### src/rtl/rx_frame_ctrl.sv
// ---------------------------------------------------------------------------
// rx_frame_ctrl
//   Receive-side HDLC frame controller. Tracks frame boundaries from the
//   flag/abort detectors, forwards de-stuffed bytes to the Rx buffer with a
//   one-cycle write strobe, counts bytes per frame (saturating at MAX_BYTES),
//   and reports end-of-frame, frame size, short-frame error, abort and
//   overflow status. All outputs are registered.
//
// Parameters
//   MAX_BYTES  maximum bytes written to the buffer per frame (4..255)
//   MIN_BYTES  minimum byte count for an error-free frame
//
// Ports
//   i_clk               clock, rising edge
//   i_rst               synchronous active-high reset
//   i_rx_enable         receiver enable
//   i_rx_flag_detect    pulse: flag 01111110 recognised
//   i_rx_abort_detect   pulse: abort recognised
//   i_rx_new_byte       pulse: i_rx_data holds a complete byte
//   i_rx_data[7:0]      assembled byte
//   i_rx_drop           pulse: host request to discard current frame
//   o_rx_valid_frame    high while in FRAME
//   o_rx_wr_buff        one-cycle buffer write strobe
//   o_rx_data_buff[7:0] byte to write, valid with o_rx_wr_buff
//   o_rx_abort_signal   one-cycle pulse: frame aborted
//   o_rx_overflow       sticky: frame exceeded MAX_BYTES
//   o_rx_eof            one-cycle pulse: frame closed by flag
//   o_rx_frame_size     byte count of last closed frame
//   o_rx_frame_error    last closed frame shorter than MIN_BYTES
// ---------------------------------------------------------------------------
module rx_frame_ctrl #(
    parameter int unsigned MAX_BYTES = 128,
    parameter int unsigned MIN_BYTES = 4
) (
    input  logic       i_clk,
    input  logic       i_rst,
    input  logic       i_rx_enable,
    input  logic       i_rx_flag_detect,
    input  logic       i_rx_abort_detect,
    input  logic       i_rx_new_byte,
    input  logic [7:0] i_rx_data,
    input  logic       i_rx_drop,
    output logic       o_rx_valid_frame,
    output logic       o_rx_wr_buff,
    output logic [7:0] o_rx_data_buff,
    output logic       o_rx_abort_signal,
    output logic       o_rx_overflow,
    output logic       o_rx_eof,
    output logic [7:0] o_rx_frame_size,
    output logic       o_rx_frame_error
);

    localparam int unsigned CNT_W = 8;
    localparam logic [CNT_W-1:0] MAX_CNT = CNT_W'(MAX_BYTES);
    localparam logic [CNT_W-1:0] MIN_CNT = CNT_W'(MIN_BYTES);

    typedef enum logic [1:0] {
        ST_IDLE  = 2'd0,
        ST_HUNT  = 2'd1,
        ST_FRAME = 2'd2
    } state_t;

    state_t           r_state;
    logic [CNT_W-1:0] r_cnt;
    logic             r_valid_frame;
    logic             r_wr_buff;
    logic [7:0]       r_data_buff;
    logic             r_abort_signal;
    logic             r_overflow;
    logic             r_eof;
    logic [7:0]       r_frame_size;
    logic             r_frame_error;

    logic w_cnt_zero;
    logic w_cnt_full;
    logic w_cnt_short;

    // Byte counter status
    assign w_cnt_zero  = (r_cnt == '0);
    assign w_cnt_full  = (r_cnt >= MAX_CNT);
    assign w_cnt_short = (r_cnt < MIN_CNT);

    // Frame FSM, byte counter and all registered outputs
    always_ff @(posedge i_clk) begin
        if (i_rst) begin
            r_state        <= ST_IDLE;
            r_cnt          <= '0;
            r_valid_frame  <= 1'b0;
            r_wr_buff      <= 1'b0;
            r_data_buff    <= 8'h00;
            r_abort_signal <= 1'b0;
            r_overflow     <= 1'b0;
            r_eof          <= 1'b0;
            r_frame_size   <= 8'h00;
            r_frame_error  <= 1'b0;
        end else begin
            // Pulse outputs default low every cycle
            r_wr_buff      <= 1'b0;
            r_abort_signal <= 1'b0;
            r_eof          <= 1'b0;

            if (!i_rx_enable) begin
                r_state       <= ST_IDLE;
                r_cnt         <= '0;
                r_overflow    <= 1'b0;
                r_valid_frame <= 1'b0;
            end else begin
                // Overflow survives the EoF/abort cycle, then clears
                if (r_eof || r_abort_signal) begin
                    r_overflow <= 1'b0;
                end

                case (r_state)
                    ST_IDLE: begin
                        r_state       <= ST_HUNT;
                        r_valid_frame <= 1'b0;
                    end

                    ST_HUNT: begin
                        if (i_rx_flag_detect) begin
                            r_state       <= ST_FRAME;
                            r_valid_frame <= 1'b1;
                            r_cnt         <= '0;
                        end
                    end

                    ST_FRAME: begin
                        if (i_rx_abort_detect) begin
                            r_abort_signal <= 1'b1;
                            r_state        <= ST_HUNT;
                            r_valid_frame  <= 1'b0;
                            r_cnt          <= '0;
                        end else if (i_rx_drop) begin
                            r_state       <= ST_HUNT;
                            r_valid_frame <= 1'b0;
                            r_cnt         <= '0;
                            r_overflow    <= 1'b0;
                        end else if (i_rx_flag_detect) begin
                            // Empty frames (back-to-back flags) close silently;
                            // a closing flag also opens the next frame.
                            if (!w_cnt_zero) begin
                                r_eof         <= 1'b1;
                                r_frame_size  <= r_cnt;
                                r_frame_error <= w_cnt_short;
                                r_cnt         <= '0;
                            end
                        end else if (i_rx_new_byte) begin
                            if (!w_cnt_full) begin
                                r_wr_buff   <= 1'b1;
                                r_data_buff <= i_rx_data;
                                r_cnt       <= r_cnt + CNT_W'(1);
                            end else begin
                                r_overflow <= 1'b1;
                            end
                        end
                    end

                    default: begin
                        r_state       <= ST_IDLE;
                        r_valid_frame <= 1'b0;
                    end
                endcase
            end
        end
    end

    assign o_rx_valid_frame  = r_valid_frame;
    assign o_rx_wr_buff      = r_wr_buff;
    assign o_rx_data_buff    = r_data_buff;
    assign o_rx_abort_signal = r_abort_signal;
    assign o_rx_overflow     = r_overflow;
    assign o_rx_eof          = r_eof;
    assign o_rx_frame_size   = r_frame_size;
    assign o_rx_frame_error  = r_frame_error;

endmodule

### config.mk
export PLATFORM = sky130hd
export DESIGN_NAME = rx_frame_ctrl
export DESIGN_NICKNAME = d
export VERILOG_FILES = /design/src/rtl/rx_frame_ctrl.sv
export SDC_FILE = /design/constraint.sdc
export NUM_CORES = 1
export LEC_CHECK = 0
export BUFFER_PORTS_ARGS = -buffer_cell sky130_fd_sc_hd__buf_2
export CORE_ASPECT_RATIO = 0.6
export CORE_MARGIN = 5
export CORE_UTILIZATION = 27
export DETAILED_ROUTE_END_ITERATION = 8
export PLACE_DENSITY = 0.57
export SYNTH_ARGS = -nofsm -noshare
export SYNTH_HDL_FRONTEND = slang
export SYNTH_SLANG_ARGS = --single-unit
### constraint.sdc
create_clock -name i_clk -period 3.6 [get_ports i_clk]
set_input_delay 0.72 -clock i_clk [delete_from_list [all_inputs] [get_ports i_clk]]
set_output_delay 0.72 -clock i_clk [all_outputs]
set_load 0.01 [all_outputs]
After elaboration in Yosys (flattened, before gate mapping)
Index checks and enable logic that the tools add are counted.
{"block": "word_totals", "reg_bits": 32, "inputBits": 15, "word_cells": 66}
{"block": "op_classes", "magnitude_cmp": 2, "n_eq_ne": 7, "bitwise": 8, "n_mux": 26, "n_reduce_logical": 12, "n_addsub": 1}
{"operator": "8-bit two-way mux", "n": 7}
{"operator": "8-bit case mux with 2 select lines", "n": 1}
{"operator": "5-bit inequality test (second input constant)", "n": 3}
{"operator": "1-bit two-way mux", "n": 13}
{"operator": "8-bit by 1-bit adder with 8-bit output (second input constant)", "n": 1}
{"operator": "8-bit >= comparator (second input constant)", "n": 1}
{"operator": "8-bit logical NOT", "n": 1}
{"operator": "8-bit by 3-bit < comparator with 1-bit output (second input constant)", "n": 1}
{"operator": "1-bit inverter", "n": 8}
{"operator": "7-bit AND reduction", "n": 1}
{"operator": "7-bit OR reduction", "n": 1}
{"operator": "2-bit two-way mux", "n": 3}
{"operator": "2-bit case mux with 3 select lines", "n": 1}
{"operator": "6-bit AND reduction", "n": 1}
{"operator": "6-bit OR reduction", "n": 1}
{"operator": "5-bit AND reduction", "n": 1}
{"operator": "3-bit inequality test (second input constant)", "n": 1}
{"operator": "3-bit OR reduction", "n": 1}
{"operator": "2-bit by 1-bit == test with 1-bit output (second input constant)", "n": 1}
{"operator": "2-bit == test (second input constant)", "n": 1}
{"operator": "2-bit logical NOT", "n": 1}
{"operator": "2-bit inequality test (second input constant)", "n": 1}
{"operator": "1-bit case mux with 2 select lines", "n": 1}
{"operator": "2-bit AND reduction", "n": 1}
{"operator": "other kinds (3)", "n": 3}

Logic depth before layout (Yosys ltp)
Gate-level depths: netlist (run 1).
{"block": "logic_depth", "ltp_word": 8, "depth_mapped": 6}

Worst setup path after synthesis (run 1)
Ideal clock, no wire load.
{"block": "synth_timing", "kind": "input port to flip-flop", "start": "input port i_rx_drop", "end": "register r_frame_size[2] (netlist: o_rx_frame_size[2])", "arrival_ns": 1.913, "cell_stages": 5, "t_required_ns": 3.472, "setup_ns": 0.128, "setup_slack_ns": 1.559, "path_cell_list": "or4b_4 -> a311oi_2 -> buf_6 -> mux2i_1 -> nor2_1"}
{"block": "synth_between", "elab_chain_cells": 2}
{"item": "start, declared", "line_no": "42", "rtl": "input logic i_rx_drop,"}
{"item": "1-bit inverter (no source line)"}
{"item": "6-bit AND reduction (no source line)"}
{"item": "end signal, assigned", "line_no": "143", "rtl": "r_frame_size <= r_cnt;"}
{"item": "end, declared", "line_no": "71", "rtl": "logic [7:0] r_frame_size;"}
Every way passes these cells.
A chain may end at the register's enable or synchronous reset.

Final worst setup path (run 1)
{"block": "layout_timing", "start": "input port i_rx_drop", "end": "register r_frame_size[6] (netlist: o_rx_frame_size[6])"}
The elaborated chain is that of the path after synthesis.

==> reports/qor.yml, run 1 <==
antenna_left: 0
yosys_warnings: 0
drtIter0Drc: 47
status: "finished, final reports clean"
std_cell_rows: 19
syn-num-nets: 160
first_pass_iters: 4
dp_worst_setup_slack_ns: 1.182
cts_tree: "built"
die_h_um: 64.67
syn_area_per_cell_um2: 9.406
finalCriticalPeriod_ns: 2.124
grt_util_all_layers_pct: 10.12
slew_headroom_pct: 55.27
cp_max_fo: 8
grt_pass1_vias: 1106
cp_slowest_cell: "or4b_4"
grt_setup_unrepaired: "no"
synth-async-reset-ratio_pct: 0
synth_area_leaders: "dfxtp_1, mux2i_1, nor2_1, a311oi_1, nor2b_1"
ios: 37
drc: 0
hold_buffers: 0
drt-total-wl_um: 3193
post_drt_wl_per_cell_um: 13.03
clock-root-buffer: "clkbuf_8"
syn_inst: 143
drive_gt1_share_pct: 26.92
final-setup-viol-count: 0
yosysTopAreaCell: "dfxtp_1"
vdd_ir_drop_max_mv: 0.1479
vias_per_cell: 4.657
synth_edf_count: 0
yosys_register_bits: 31
grt_pass1_wl_um: 5188
core-area_mm2: 0.004683
crit_type: "input port to flip-flop"
layout_commonest_cell: "buf_2"
yosysUniqueCellTypes: 33
crit_chain: "buf_2 > or4b_4 > a311oi_2 > buf_4 > mux2i_1 > nor2_1"
clkPwrFrac_pct: 44.8
grt_antenna_before_repair: 0
cp_data_arrival_time_ns: 2.28
dp_hpwl_um: 2338
synth_top_area_share_pct: 46.14
maxCapViolations: 0
fin_setup_tns_ns: 0
grt_max_degree: 22
hold_ws_ns: 0.4806
pwr-share-comb_pct: 4.2
min_path_type: "flip-flop to flip-flop"
n_antenna_cell: 0
p_leak_nw: 0.7078
setup_slack_ns: 1.476
io_buffers: 36
dieArea_mm2: 0.006539
p_int_mw: 0.5283
final_nets: 198
p_sw_share_pct: 21.90
final_cell_mix: "buf_2, dfxtp_1, nor2_1"
switching_power_mw: 0.1482
post_cts_buffers: 0
drv_slew: 0
crit_family: "simple AND/OR/NAND/NOR gates"
clock_path_buffers: 2
clk_pin_slew_ns: 0.07
endpoint_kind: "flip-flop"
clock-sinks: 31
skew_ns: 0.002182
synth_flop_cell: "dfxtp_1"
placed_area_mm2: 0.001580
p_seq_share_pct: 51.0
worst-path-buf-inv: 2
power.total_mw: 0.6765
post-route-period-util_pct: 58.99
worst_pin_slew_ns: 0.6690
crit_path_start_kind: "input port"
dieWidth_um: 101.1
syn-cell-area_mm2: 0.001345
max_stage_delay_ns: 0.52
gp_congestion: 0.7851
vias: 1141
overflow: 0
required_ns: 3.76
layout-area-overhead-vs-synth_pct: 25.21
max_freq_mhz: 470.9
cts_resized: 0
cts_max_level: 2
start_util_pct: 28.72
cts_buffers: 5
hold_viol: 0
power.density_mw_per_mm2: 401.7
fin_area_mm2: 0.001684
clkLatencyLatePin_ns: 0.28
synth-seq-area-share_pct: 46.14
per-layer routing:
metal | GRT usage [%] | vias to the layer above | wire [µm]
li1 | - | 588 | -
met1 | 14.65 | 523 | 1728
met2 | 13.52 | 25 | 1238
met3 | 3.966 | 5 | 195
met4 | 3.317 | 0 | 30
met5 | 0 | - | 0
state kept, by name, indices dropped and copies added (netlist names):
signal / flops
o_rx_frame_size: 8
r_cnt: 8
o_rx_wr_buff: 1
o_rx_abort_signal: 1
r_state: 2
o_rx_frame_error: 1
o_rx_overflow: 1
o_rx_eof: 1
o_rx_data_buff: 8
power groups by stage:
stage | combinational [mW] | clock, mW | sequential, mW
global route | 0.0318 | 0.332 | 0.345
floorplan | 0.0144 | 0 | 0.353
CTS | 0.0285 | 0.313 | 0.345
detailed placement | 0.0283 | 0 | 0.353
finish | 0.0283 | 0.303 | 0.345
global placement | 0.0281 | 0 | 0.353
cell usage after synthesis (2+ instances only):
cell type / number
dfxtp_1: 31
nand3_1: 5
a211oi_1: 2
clkbuf_1: 4
a21oi_1: 6
mux2i_1: 18
a311oi_1: 4
nand2_1: 8
ha_1: 2
and3_1: 3
nand2b_1: 3
inv_1: 4
nor2b_1: 5
nor2_1: 25
a41oi_1: 2
nor3_1: 4
through the flow:
step                util (%)  instances
finish                 35.96        245
global route           35.96        245
CTS                    35.96        245
detailed placement     33.74        237
global placement       33.74        237
floorplan                  -        143
cells by family after synthesis:
group,after synthesis,synth area share [%]
mux,18,13.40
flops,31,46.14
fa+ha+maj,2,1.860
compound gates,23,13.49
simple gates,59,21.68
buf+inv,10,3.441
worst register-to-register path: stages (launching register included):
cell and delay, ns:
dfxtp_1 0.43, or4b_4 0.50, a311oi_2 0.40, buf_4 0.26
mux2i_1 0.20, nor2_1 0.05
layout make-up:
cell class | instances | area, µm²
Sequential cell | 31 | 620.6
Timing Repair Buffer | 37 | 187.7
Clock buffer | 7 | 96.34
Clock inverter | 1 | 7.507
Tap cell | 63 | 78.83
Multi-Input combinational cell | 102 | 678.2
Fill cell | 502 | 2999
Inverter | 4 | 15.01
worst paths after layout:
kind / from / to / slack [ns] / depth (start not counted)
worst max-delay path: i_rx_drop / o_rx_frame_size[6]$_SDFFE_PP0P_ / 1.48 / 6
worst min-delay path: o_rx_frame_error$_SDFFE_PP0P_ / o_rx_frame_error$_SDFFE_PP0P_ / 0.48 / 2
worst max register to register: r_state[1]$_SDFFE_PP0P_ / o_rx_frame_size[6]$_SDFFE_PP0P_ / 1.64 / 5
worst min register to register: o_rx_frame_error$_SDFFE_PP0P_ / o_rx_frame_error$_SDFFE_PP0P_ / 0.48 / 2
Power figures use the tool's default switching activity.
==> inputs of run 2 (changes only) <==
clock period = 2.1 ns   (was 3.6 ns; I/O delays follow)
==> run 2 against run 1 <==
Setup slack worse by 1.2 ns. Clock skew grew 0.0038 ns. Cell area up 0.67%. Via count about the same. Total power rose by 70%. Flip-flop and latch count is the same. Hold slack lost 0.11 ns. Largest power group unchanged. Wire length grew 2.0%. Count of clock-buffer cells in the layout is 1 higher. Sequential share of layout area is 0.24 points lower.
==> reports/qor.yml, run 2 (synthesis gave the netlist of run 1 again) <==
status: "finished, final reports clean"
cp_max_fo: 8  # unchanged
final_nets: 200  # +1.0%
dieWidth_um: 101.1  # unchanged
overflow: 0  # unchanged
power.density_mw_per_mm2: 679.4  # +69%
layout-area-overhead-vs-synth_pct: 26.05
crit_type: "flip-flop to flip-flop"
p_leak_nw: 0.7185  # +1.5%
finalCriticalPeriod_ns: 1.821
io_buffers: 36  # unchanged
layout_commonest_cell: "buf_2"
drt-total-wl_um: 3256  # +2.0%
setup_slack_ns: 0.2789  # -1.197 ns
vdd_ir_drop_max_mv: 0.2086  # +41%
start_util_pct: 28.72  # unchanged
n_antenna_cell: 0  # unchanged
core-area_mm2: 0.004683  # unchanged
drtIter0Drc: 75  # +60%
timing.rr.start: "r_cnt[3]$_SDFFE_PP0P_"
multi_input_comb_area_um2: 678.2  # unchanged
maxCapViolations: 0  # unchanged
vias_per_cell: 4.615  # -0.90%
min-delay-start: "i_rx_data[2]"
clkLatencyLatePin_ns: 0.28  # about the same
std_cell_rows: 19  # unchanged
ios: 37  # unchanged
drc: 0  # unchanged
clock-sinks: 31  # unchanged
grt_pass1_vias: 1072  # -3.1%
seq_area_um2: 620.6  # unchanged
dp_worst_setup_slack_ns: 0.1468  # -1.035 ns
dp_hpwl_um: 2409  # +3.1%
cp_slowest_cell: "nor4_2"
vias: 1140  # -0.088%
final-setup-viol-count: 0  # unchanged
hold_viol: 0  # unchanged
hold_buffers: 0  # unchanged
first_pass_iters: 4  # unchanged
post-route-period-util_pct: 86.72
cts_max_level: 2  # unchanged
max_freq_mhz: 549.1
grt_setup_unrepaired: "no"
worst_pin_slew_ns: 0.4912  # -0.1778 ns
drv_slew: 0  # unchanged
endpoint_kind: "flip-flop"
worst-path-buf-inv: 0  # -2
cts_buffers: 5  # unchanged
gp_congestion: 0.7944  # +1.2%
clock-root-buffer: "clkbuf_8"
die_h_um: 64.67  # unchanged
fin_area_mm2: 0.001695  # +0.67%
min_path_type: "input port to flip-flop"
post_cts_buffers: 0  # unchanged
antenna_left: 0  # unchanged
post_drt_wl_per_cell_um: 13.18  # +1.1%
placed_area_mm2: 0.001595  # +0.95%
skew_ns: 0.005952  # +0.003771 ns
slew_headroom_pct: 67.25  # +12 points
max_stage_delay_ns: 0.48  # -0.04 ns
critPathLaunch: "r_cnt[3]$_SDFFE_PP0P_"
required_ns: 2.28  # -1.48 ns
clk_pin_slew_ns: 0.07  # about the same
cts_resized: 0  # unchanged
clock_path_buffers: 2  # unchanged
power.total_mw: 1.152  # +70%
grt_util_all_layers_pct: 10.39  # +0.27 points
fin_setup_tns_ns: 0  # unchanged
crit_chain: "nor4_2 > and3_1 > a41oi_2 > a311oi_1"
crit_path_start_kind: "flip-flop"
grt_max_degree: 22  # unchanged
grt_antenna_before_repair: 0  # unchanged
cts_tree: "built"
final_cell_mix: "buf_2, dfxtp_1, nor2_1"
grt_pass1_wl_um: 5319  # +2.5%
drive_gt1_share_pct: 27.17  # +0.25 points
cp_data_arrival_time_ns: 2.00  # -0.28 ns
nFillCells: 486  # -3.2%
dieArea_mm2: 0.006539  # unchanged
crit_family: "simple AND/OR/NAND/NOR gates"
-- run 2: per-stage QoR --
step,cells,hold WS (ns),util (%)
final,247,0.3706,36.20
after CTS,247,0.3649,36.20
after global placement,239,0.4707,34.06
after floorplan,143,0.4885,-
after global routing,247,0.3711,36.20
after detailed placement,239,0.4728,34.06
-- run 2: report_power, final --
part	total [mW]	leakage (nW)	switching, mW	internal (mW)
Sequential	0.592	0.250	0.00212	0.590
Combinational	0.0480	0.417	0.0294	0.0185
Clock	0.512	0.0515	0.213	0.299
Total	1.15	0.718	0.245	0.907
-- run 2: layer usage --
| layer | part of all wire, % | vias up | routed length (µm) | GRT usage, % |
|---|---|---|---|---|
| li1 | - | 596 | - | - |
| met1 | 53 | 505 | 1730 | 15.22 |
| met2 | 38 | 37 | 1233 | 14.01 |
| met3 | 8.4 | 2 | 274 | 4.180 |
| met4 | 0.52 | 0 | 17 | 2.488 |
| met5 | 0 | - | 0 | 0 |
-- run 2: final cells by class --
| type | instances | share of cell area (%) |
|---|---|---|
| inverters | 4 | 0.8856 |
| flip-flops and latches | 31 | 36.61 |
| repair buffers | 39 | 11.96 |
| multi-input cells | 102 | 40.00 |
| well taps | 63 | 4.649 |
| clock buffers | 8 | 5.904 |
-- run 2: final timing paths --
check | to | slack, ns | cells past startpoint
max reg2reg | r_cnt[3]$_SDFFE_PP0P_ | 0.28 | 4
max | r_cnt[3]$_SDFFE_PP0P_ | 0.28 | 4
min reg2reg | o_rx_frame_error$_SDFFE_PP0P_ | 0.48 | 2
min | o_rx_data_buff[2]$_SDFFE_PP0P_ | 0.37 | 3
-- run 2: worst reg2reg max path, delay by kind of cell (launching register included) --
kind	cells	cell delay, ns
AO/OA/AOI/OAI	2	0.64
flip-flops	1	0.37
AND/OR/NAND/NOR	2	0.73
==> inputs of run 3 (changes only) <==
CORE_ASPECT_RATIO = 1.4   (was 0.6)
==> run 3 against run 2 <==
Final cell count unchanged. Cell area decreased by 1.1%. Critical path depth increased by 1. Via count increased by 3.9%. Flip-flop and latch count unchanged. Largest power group unchanged. Highest routed layer unchanged.
==> reports/qor.yml, run 3 (synthesis gave the netlist of run 1 again) <==
cp_max_fo: 11  # +3
placed_area_mm2: 0.001604  # +0.55%
crit_path_start_kind: "flip-flop"
drv_slew: 0  # unchanged
endpoint_kind: "flip-flop"
crit_type: "flip-flop to flip-flop"
grt_antenna_before_repair: 0  # unchanged
gp_congestion: 0.7909  # -0.44%
ios: 37  # unchanged
hold_viol: 0  # unchanged
rr_endpoint: "o_rx_frame_size[5]$_SDFFE_PP0P_"
final_cell_mix: "buf_2, dfxtp_1, nor2_1"
die_h_um: 93.51  # +45%
reg2reg_depth: 5  # +1
dieWidth_um: 69.65  # -31%
clock_path_buffers: 2  # unchanged
final-setup-viol-count: 0  # unchanged
first_pass_iters: 4  # unchanged
worst_pin_slew_ns: 0.4603  # -0.03085 ns
dpl.cell_count: 241  # +0.84%
drc: 0  # unchanged
clock-sinks: 31  # unchanged
overflow: 0  # unchanged
p_seq_share_pct: 56.1  # +4.7 points
cts_buffers: 5  # unchanged
finalCriticalPeriod_ns: 1.784  # -0.03681 ns
fin_cells: 247  # unchanged
vias_per_cell: 4.794  # +3.9%
p_int_mw: 0.8286  # -8.6%
status: "finished, final reports clean"
hold_depth: 3  # unchanged
dp_hpwl_um: 2291  # -4.9%
grt_pass1_wl_um: 5513  # +3.6%
dieArea_mm2: 0.006513  # -0.40%
min_path_type: "input port to flip-flop"
grt_max_degree: 22  # unchanged
p_leak_nw: 0.7095  # -1.2%
maxCapViolations: 0  # unchanged
post-route-period-util_pct: 84.96  # -1.8 points
hold_buffers: 0  # unchanged
switching_power_mw: 0.2258  # -7.8%
cts_tree: "built"
timing.rr.start: "r_state[1]$_SDFFE_PP0P_"
std_cell_rows: 30  # +11
cts_max_level: 2  # unchanged
drt-total-wl_um: 3155  # -3.1%
grt_pass1_vias: 1219  # +14%
hold_end: "o_rx_data_buff[6]$_SDFFE_PP0P_"
clkPwrFrac_pct: 39.4  # -5.1 points
cp_data_arrival_time_ns: 1.93  # -0.07 ns
grt_util_all_layers_pct: 10.61  # +0.23 points
cts_resized: 0  # unchanged
layout-area-overhead-vs-synth_pct: 24.65
io_buffers: 36  # unchanged
core-area_mm2: 0.004842  # +3.4%
required_ns: 2.25  # -0.03 ns
post_drt_wl_per_cell_um: 12.77  # -3.1%
slew_headroom_pct: 69.31  # +2.1 points
clkLatencyLatePin_ns: 0.27  # about the same
fin_setup_tns_ns: 0  # unchanged
n_antenna_cell: 0  # unchanged
max_freq_mhz: 560.5  # +2.1%
pwr-share-comb_pct: 4.5  # +0.3 points
grt_setup_unrepaired: "no"
antenna_left: 0  # unchanged
final_nets: 201  # +0.50%
layout_commonest_cell: "buf_2"
min-delay-start: "i_rx_data[6]"
power.density_mw_per_mm2: 628.8  # -7.4%
vdd_ir_drop_max_mv: 0.3513  # +68%
p_sw_share_pct: 21.41  # +0.15 points
skew_ns: 0.004163  # -0.001789 ns
start_util_pct: 27.78  # -0.94 points
fin_area_mm2: 0.001677  # -1.1%
clk_pin_slew_ns: 0.06  # about the same
vias: 1184  # +3.9%
drtIter0Drc: 39  # -48%
r2r_slack_ns: 0.32  # +0.04 ns
post_cts_buffers: 0  # unchanged
drive_gt1_share_pct: 26.78  # -0.40 points
clock-root-buffer: "clkbuf_8"
run 3: critical path, cell delays in order (launching register included):
cell and delay, ns:
dfxtp_1 0.41, or4b_4 0.50, a311oi_2 0.25, buf_4 0.24, mux2i_1 0.20, nor2_1 0.05
run 3: routing by layer:
layer  global-route usage, %  share of wire, %  up-vias  routed length, µm
li1                        -                 -      588                  -
met1                   12.18                42      550               1332
met2                   17.52                49       39               1534
met3                   4.086               7.4        7                232
met4                   4.633               1.8        0                 56
met5                       0                 0        -                  0
run 3: final cells by class:
class / instances / area [µm²]
clock buffers: 6 / 72.57
well taps: 64 / 80.08
repair buffers: 40 / 210.2
flip-flops and latches: 31 / 620.6
fillers: 515 / 3166
inverters: 4 / 15.01
multi-input cells: 102 / 678.2
run 3: power groups by stage:
stage	Sequential [mW]	Combinational, mW	Clock [mW]
after detailed placement	0.605	0.0472	0
after global placement	0.605	0.0478	0
after global routing	0.591	0.0531	0.465
after floorplan	0.604	0.0248	0
after CTS	0.592	0.0474	0.440
final	0.592	0.0470	0.415
run 3: how the worst max path moves through the flow:
stage,from,to,depth (start not counted)
after detailed placement,i_rx_drop,o_rx_frame_size[6]$_SDFFE_PP0P_,6
after global routing,r_state[1]$_SDFFE_PP0P_,o_rx_frame_size[5]$_SDFFE_PP0P_,5
after global placement,i_rx_drop,o_rx_frame_size[0]$_SDFFE_PP0P_,6
after floorplan,i_rx_drop,o_rx_frame_size[4]$_SDFFE_PP0P_,5
after CTS,r_state[1]$_SDFFE_PP0P_,o_rx_frame_size[0]$_SDFFE_PP0P_,5
final,r_state[1]$_SDFFE_PP0P_,o_rx_frame_size[5]$_SDFFE_PP0P_,5
run 3: through the flow:
stage | utilization [%] | setup WS [ns] | hold WS [ns] | total power, mW
2_1_floorplan | - | 0.3592 | 0.4885 | 0.6292
3_3_place_gp | 33.13 | 0.1570 | 0.4684 | 0.6527
3_5_place_dp | 33.13 | 0.1442 | 0.4730 | 0.6521
4_1_cts | 34.63 | 0.3046 | 0.3660 | 1.079
5_1_grt | 34.63 | 0.1590 | 0.3898 | 1.110
6_report | 34.63 | 0.3158 | 0.3768 | 1.054
